## config.mk

```make
export PLATFORM = sky130hd
export DESIGN_NAME = mac_seq_ctrl_flat
export DESIGN_NICKNAME = d
export VERILOG_FILES = /design/src/rtl/mac_seq_ctrl_if.sv /design/src/rtl/mac_seq_ctrl.sv /design/src/flat_wrapper.sv
export SDC_FILE = /design/constraint.sdc
export NUM_CORES = 1
export LEC_CHECK = 0
export ABC_AREA = 1
export ABC_CLOCK_PERIOD_IN_PS = 7900
export CORE_MARGIN = 2
export CORE_UTILIZATION = 40
export DETAILED_ROUTE_END_ITERATION = 7
export PLACE_DENSITY = 0.63
export SYNTH_ARGS = -nofsm -noshare
export SYNTH_HDL_FRONTEND = slang
export SYNTH_SLANG_ARGS = --single-unit
```

## constraint.sdc

```tcl
create_clock -name clk -period 7.9 [get_ports clk]
set_clock_uncertainty 0.15 [all_clocks]
set_input_delay 1.58 -clock clk [delete_from_list [all_inputs] [get_ports clk]]
set_output_delay 1.58 -clock clk [all_outputs]
set_load 0.01 [all_outputs]
```

## src/rtl/mac_seq_ctrl_if.sv

```systemverilog
// Operand/result handshake bundle for the multiply-accumulate sequencer.
// The master side is the operand source plus result consumer; the slave
// side is the controller itself.
interface mac_seq_ctrl_if #(
  parameter int WIDTH = 8,
  parameter int ACC_W = 20
);
  logic             in_valid;
  logic             in_ready;
  logic [WIDTH-1:0] a;
  logic [WIDTH-1:0] b;
  logic             clear_acc;
  logic             out_valid;
  logic             out_ready;
  logic [ACC_W-1:0] acc_out;
  logic             busy;
  logic             overflow;

  modport master (
    output in_valid, a, b, clear_acc, out_ready,
    input  in_ready, out_valid, acc_out, busy, overflow
  );

  modport slave (
    input  in_valid, a, b, clear_acc, out_ready,
    output in_ready, out_valid, acc_out, busy, overflow
  );
endinterface

```

## src/rtl/mac_seq_ctrl.sv

```systemverilog
// Sequencing controller for an unsigned multiply-accumulate unit.
// One operand pair per transaction: WIDTH shift-add cycles form the product,
// one cycle adds it into the accumulator through a chain of 4-bit CLA
// slices, then the result is held on a valid/ready output until taken.
module mac_seq_ctrl #(
  parameter int WIDTH = 8,
  parameter int ACC_W = 20
) (
  input logic           clk,
  input logic           rst,
  mac_seq_ctrl_if.slave bus
);

  localparam int PW    = 2 * WIDTH;
  localparam int CNT_W = (WIDTH > 1) ? $clog2(WIDTH) : 1;
  localparam int NSL   = (ACC_W + 3) / 4;
  localparam int PAD_W = NSL * 4;
  localparam logic [CNT_W-1:0] CNT_LAST = CNT_W'(WIDTH - 1);

  // The accumulator must be able to hold at least one full product.
  if (ACC_W < 2 * WIDTH) begin : g_bad_cfg
    $fatal(1, "mac_seq_ctrl: ACC_W must be >= 2*WIDTH");
  end

  typedef enum logic [1:0] {
    S_IDLE = 2'd0,
    S_MULT = 2'd1,
    S_ACC  = 2'd2,
    S_DONE = 2'd3
  } state_t;

  // 4-bit carry-lookahead slice: returns {cout, sum[3:0]}.
  function automatic logic [4:0] cla4(input logic [3:0] x, input logic [3:0] y,
                                      input logic cin);
    logic [3:0] g;
    logic [3:0] p;
    logic [4:0] c;
    g    = x & y;
    p    = x ^ y;
    c[0] = cin;
    c[1] = g[0] | (p[0] & cin);
    c[2] = g[1] | (p[1] & g[0]) | (p[1] & p[0] & cin);
    c[3] = g[2] | (p[2] & g[1]) | (p[2] & p[1] & g[0]) | (p[2] & p[1] & p[0] & cin);
    c[4] = g[3] | (p[3] & g[2]) | (p[3] & p[2] & g[1]) | (p[3] & p[2] & p[1] & g[0])
         | (p[3] & p[2] & p[1] & p[0] & cin);
    return {c[4], p ^ c[3:0]};
  endfunction

  state_t           state_q, state_d;
  logic [WIDTH-1:0] mcand_q, mcand_d;
  logic [WIDTH-1:0] mplier_q, mplier_d;
  logic [CNT_W-1:0] cnt_q, cnt_d;
  logic [PW-1:0]    prod_q, prod_d;
  logic             clr_q, clr_d;
  logic [ACC_W-1:0] acc_q, acc_d;
  logic             ovf_q, ovf_d;

  logic             in_ready_s;
  logic [PW-1:0]    addend_s;
  logic [PAD_W-1:0] add_a_s;
  logic [PAD_W-1:0] add_b_s;
  logic [PAD_W-1:0] add_sum_s;
  logic [NSL:0]     carry_s;
  logic [4:0]       slice_s;
  logic [PAD_W:0]   full_sum_s;
  logic             acc_carry_s;

  // Status outputs are pure decodes of the state register or register copies.
  assign in_ready_s    = (state_q == S_IDLE);
  assign bus.in_ready  = in_ready_s;
  assign bus.busy      = (state_q != S_IDLE);
  assign bus.out_valid = (state_q == S_DONE);
  assign bus.acc_out   = acc_q;
  assign bus.overflow  = ovf_q;

  // Multiplicand aligned to the current partial-product bit position.
  assign addend_s = {{WIDTH{1'b0}}, mcand_q} << cnt_q;

  // Accumulate adder: chained CLA slices, carry-in 0, operands zero-padded.
  always_comb begin
    add_a_s            = '0;
    add_b_s            = '0;
    add_sum_s          = '0;
    carry_s            = '0;
    slice_s            = '0;
    add_a_s[ACC_W-1:0] = clr_q ? {ACC_W{1'b0}} : acc_q;
    add_b_s[PW-1:0]    = prod_q;
    for (int s = 0; s < NSL; s++) begin
      slice_s             = cla4(add_a_s[4*s +: 4], add_b_s[4*s +: 4], carry_s[s]);
      add_sum_s[4*s +: 4] = slice_s[3:0];
      carry_s[s+1]        = slice_s[4];
    end
  end

  // Bit ACC_W of the padded sum is the top slice cout when ACC_W fills the slices.
  assign full_sum_s  = {carry_s[NSL], add_sum_s};
  assign acc_carry_s = full_sum_s[ACC_W];

  // Next-state and datapath update for the IDLE->MULT->ACC->DONE sequence.
  always_comb begin
    state_d  = state_q;
    mcand_d  = mcand_q;
    mplier_d = mplier_q;
    cnt_d    = cnt_q;
    prod_d   = prod_q;
    clr_d    = clr_q;
    acc_d    = acc_q;
    ovf_d    = ovf_q;
    case (state_q)
      S_IDLE: begin
        if (bus.in_valid && in_ready_s) begin
          mcand_d  = bus.a;
          mplier_d = bus.b;
          clr_d    = bus.clear_acc;
          prod_d   = '0;
          cnt_d    = '0;
          state_d  = S_MULT;
        end else begin
          state_d  = S_IDLE;
        end
      end
      S_MULT: begin
        if (mplier_q[0]) begin
          prod_d = prod_q + addend_s;
        end else begin
          prod_d = prod_q;
        end
        mplier_d = mplier_q >> 1;
        cnt_d    = cnt_q + CNT_W'(1);
        if (cnt_q == CNT_LAST) begin
          state_d = S_ACC;
        end else begin
          state_d = S_MULT;
        end
      end
      S_ACC: begin
        acc_d   = full_sum_s[ACC_W-1:0];
        ovf_d   = clr_q ? acc_carry_s : (ovf_q | acc_carry_s);
        state_d = S_DONE;
      end
      S_DONE: begin
        if (bus.out_ready) begin
          state_d = S_IDLE;
        end else begin
          state_d = S_DONE;
        end
      end
      default: begin
        state_d = S_IDLE;
      end
    endcase
  end

  // State and datapath registers; reset discards any in-flight transaction.
  always_ff @(posedge clk) begin
    if (rst) begin
      state_q  <= S_IDLE;
      mcand_q  <= '0;
      mplier_q <= '0;
      cnt_q    <= '0;
      prod_q   <= '0;
      clr_q    <= 1'b0;
      acc_q    <= '0;
      ovf_q    <= 1'b0;
    end else begin
      state_q  <= state_d;
      mcand_q  <= mcand_d;
      mplier_q <= mplier_d;
      cnt_q    <= cnt_d;
      prod_q   <= prod_d;
      clr_q    <= clr_d;
      acc_q    <= acc_d;
      ovf_q    <= ovf_d;
    end
  end

endmodule
```

## src/flat_wrapper.sv

```systemverilog
// flat-port wrapper written by rule: the top's interface ports become plain ports
module mac_seq_ctrl_flat 
#(
  parameter int WIDTH = 8,
  parameter int ACC_W = 20
)
  (clk, rst, bus_in_valid, bus_a, bus_b, bus_clear_acc, bus_out_ready, bus_in_ready, bus_out_valid, bus_acc_out, bus_busy, bus_overflow);
  mac_seq_ctrl_if #(.WIDTH(WIDTH), .ACC_W(ACC_W)) bus_i ();
  input logic clk;
  input logic rst;
  input wire logic [$bits(bus_i.in_valid)-1:0] bus_in_valid;
  input wire logic [$bits(bus_i.a)-1:0] bus_a;
  input wire logic [$bits(bus_i.b)-1:0] bus_b;
  input wire logic [$bits(bus_i.clear_acc)-1:0] bus_clear_acc;
  input wire logic [$bits(bus_i.out_ready)-1:0] bus_out_ready;
  output wire logic [$bits(bus_i.in_ready)-1:0] bus_in_ready;
  output wire logic [$bits(bus_i.out_valid)-1:0] bus_out_valid;
  output wire logic [$bits(bus_i.acc_out)-1:0] bus_acc_out;
  output wire logic [$bits(bus_i.busy)-1:0] bus_busy;
  output wire logic [$bits(bus_i.overflow)-1:0] bus_overflow;
  assign bus_i.in_valid = bus_in_valid;
  assign bus_i.a = bus_a;
  assign bus_i.b = bus_b;
  assign bus_i.clear_acc = bus_clear_acc;
  assign bus_i.out_ready = bus_out_ready;
  assign bus_in_ready = bus_i.in_ready;
  assign bus_out_valid = bus_i.out_valid;
  assign bus_acc_out = bus_i.acc_out;
  assign bus_busy = bus_i.busy;
  assign bus_overflow = bus_i.overflow;
  mac_seq_ctrl #(.WIDTH(WIDTH), .ACC_W(ACC_W)) u_core (.clk(clk), .rst(rst), .bus(bus_i));
endmodule
```

==> impl_results.md <==
* Status: complete, no violations
* Post-layout minimum cycle time at 3.22 ns
* Worst EP arrival at 1.49 ns
* Worst-margin pin slew at 0.873 ns
* Final worst-path cycle share at 40.8%
* Placed inst area at 4560 um^2
* Clock root cell: clkbuf_8
* Yosys cell types at 41
* GRT Total Usage at 18.6%
* First-pass detailed-route iteration total at 5
* Worst Slack Setup Final at 4.68 ns
* Final setup fails at 0
* N_diodes at 0
* Initial Util at 41.2%
* Clock-pin transition on the worst setup and hold timing paths at 0.07 ns
* Slowest-stage cell, CP: clkdlybuf4s50_1
* Worst rel slew slack at 41.7%
* Fin nets at 688
* Yosys reg bits at 59
* Clk sinks at 59
* Pwr Density at 142 nW/um^2
* Die Y at 104 um
* CP endpoint kind: output port
* Max Slew Vio Count at 0
* Port Buf Inserts at 44
* Max Cap Viol at 0
* Largest cells by area after synthesis: dfxtp_1 (29%), nand2_1 (12%), ha_1 (11%)
* Vias in the first global route at 3,506
* Post-cts resize count at 0
* Largest net degree at the start of global routing at 34
* Cts hold-fix bufs at 0
* GPL Wtd Cong at 0.900
* CTS buffer count at 9
* GR Overflow Total at 0
* Worst-path maximum fanout at 5
* Cell count after synthesis at 592
* Final hold viol count at 0
* Hpwl dp at 7500 um
* Max incr delay on CP at 0.57 ns
* Mapped Avg Cell Area at 6.80 um^2
* Post-CTS setup buffers at 0
* Sequential area share after synthesis at 29.3%
* Fmax at 0.310 GHz
* Routed Antenna Nets at 0
* Most common cell in the synthesized netlist: nand2_1
* Top Ports at 45
* Area grow syn2layout at 17.9%
* Setup slack at placement at 4.40 ns
* WP buf/inv at 1
* Critical Path Source Type: register
* Vias post-DR at 3,839
* Finished Cell Area at 4750 um^2
* Syn Nets at 652
* Crit Path Class: register to output port
* Most area-hungry cell type in the Yosys netlist: dfxtp_1
* Cell family with most CP delay: buffers and inverters
* Ys Warns at 0
* Final wirelength at 9840 um
* LEAKAGE at 2.13 nW
* Die Wd at 104 um
* H-tree levels at 3
* Die Area at 10,900 um^2
* Clock Latency Late Sink at 0.33 ns
* Share of cells above drive strength 1 at 6.16%
* Residual DRC count at 0
* Share of the synthesized area in the top cell type at 29.3%
* Post-synth ARST share at 0%
* Unrepaired setup endpoints after global routing: false
* Post-synth EDFFs at 0
* Std cell rows at 36
* First-pass GRT wire length at 16,600 um
* Worst vdd ir at 0.000103 V
* Vias per cell at 5.01
* Starting DRT DRC Count at 201
* Post-synth top cells: nand2_1 (133), nor2_1 (66), a21oi_1 (63)
* Post-route setup TNS at 0 ns
* Synthesized area at 4030 um^2
* CORE AREA at 9770 um^2
* WL/cell at 12.8 um
* CTS tree: built
* Critical-path cell list: nor2_2, clkdlybuf4s50_1
* Initial antenna violation count at 0
* Longest Clk Path Bufs at 2
* CP required at 6.17 ns
* Primary FF master, synth: dfxtp_1
* Worst Hold Class: register to register
## power by group
part            total, W  internal, W  switching, W
sequential      0.000317     0.000306     0.0000112
combinational  0.0000803    0.0000302     0.0000500
clock           0.000275     0.000153      0.000122
total           0.000672     0.000489      0.000183
## routing by layer
layer / track usage (%) / routed length, um / vias up
met5: 0 / 0 / -
met4: 4.63 / 61 / 0
met3: 3.95 / 418 / 7
met2: 31.1 / 4720 / 75
met1: 24.3 / 4640 / 1721
li1: - / - / 2036
## logic make-up (layout without fill, tap and decap cells)
kind of cell    count (synthesis)  in the layout  synth area share [%]
fa+ha+maj                      39             39                  13.0
simple gates                  261            261                  28.4
buf+inv                        80            121                  7.77
mux                             5              5                  1.24
flops                          59             59                  29.3
compound gates                141            141                  18.7
xor+xnor                        7              7                  1.52
## layout by cell type, fill, tap and decap left out, types with 5 or more instances in the layout
cell	n
mux2i_1	5
inv_2	5
nor2_1	66
a21oi_1	63
a21o_1	7
nand3_1	29
fa_1	5
o21ai_0	38
inv_1	51
dfxtp_1	59
clkbuf_8	10
ha_1	34
nand4_1	6
o21ai_1	16
clkdlybuf4s50_1	44
nand2_1	133
a31oi_1	11
## registers in the layout, summed over array words and instances (netlist names)
register	cells
u_core.clr_q	1
u_core.state_q	2
u_core.cnt_q	3
u_core.bus.acc_out	20
u_core.mplier_q	8
u_core.bus.overflow	1
u_core.prod_q	16
u_core.mcand_q	8
## cell type report
class                      instances  area (um^2)
clock inverter                     5         52.6
fill                            1046         5020
clock buffer                      11          141
timing repair buffer              45          448
inverter                          60          226
multi-input combinational        453         2530
sequential                        59         1180
tap                              133          166
## worst register-to-register path: cells and delay by family (launching register included)
family | cells | cell delay [ns]
and+or+nand+nor | 3 | 0.33
adders and majority gates | 1 | 0.36
buffers and inverters | 1 | 0.35
AOI/OAI and AO/OA | 7 | 1.19
DFF | 1 | 0.58
## path summary, 6_finish.rpt
path | start | to | slack [ns] | depth (start not counted)
max | u_core.state_q[0] | bus_in_ready | 4.68 | 2
min | u_core.mplier_q[7] | u_core.mplier_q[7] | 0.31 | 2
max reg2reg | u_core.cnt_q[1] | u_core.prod_q[12] | 4.86 | 12
min reg2reg | u_core.mplier_q[7] | u_core.mplier_q[7] | 0.31 | 2
## through the flow
step	util [%]	hold WS, ns	total power [W]	cells
2_1_floorplan	-	0.290	0.000376	592
3_3_place_gp	46.6	0.301	0.000402	750
3_5_place_dp	46.6	0.304	0.000404	750
4_1_cts	48.6	0.314	0.000681	766
5_1_grt	48.6	0.340	0.000705	766
6_report	48.6	0.315	0.000672	766
Note: power is estimated with default switching activity, not from simulation.
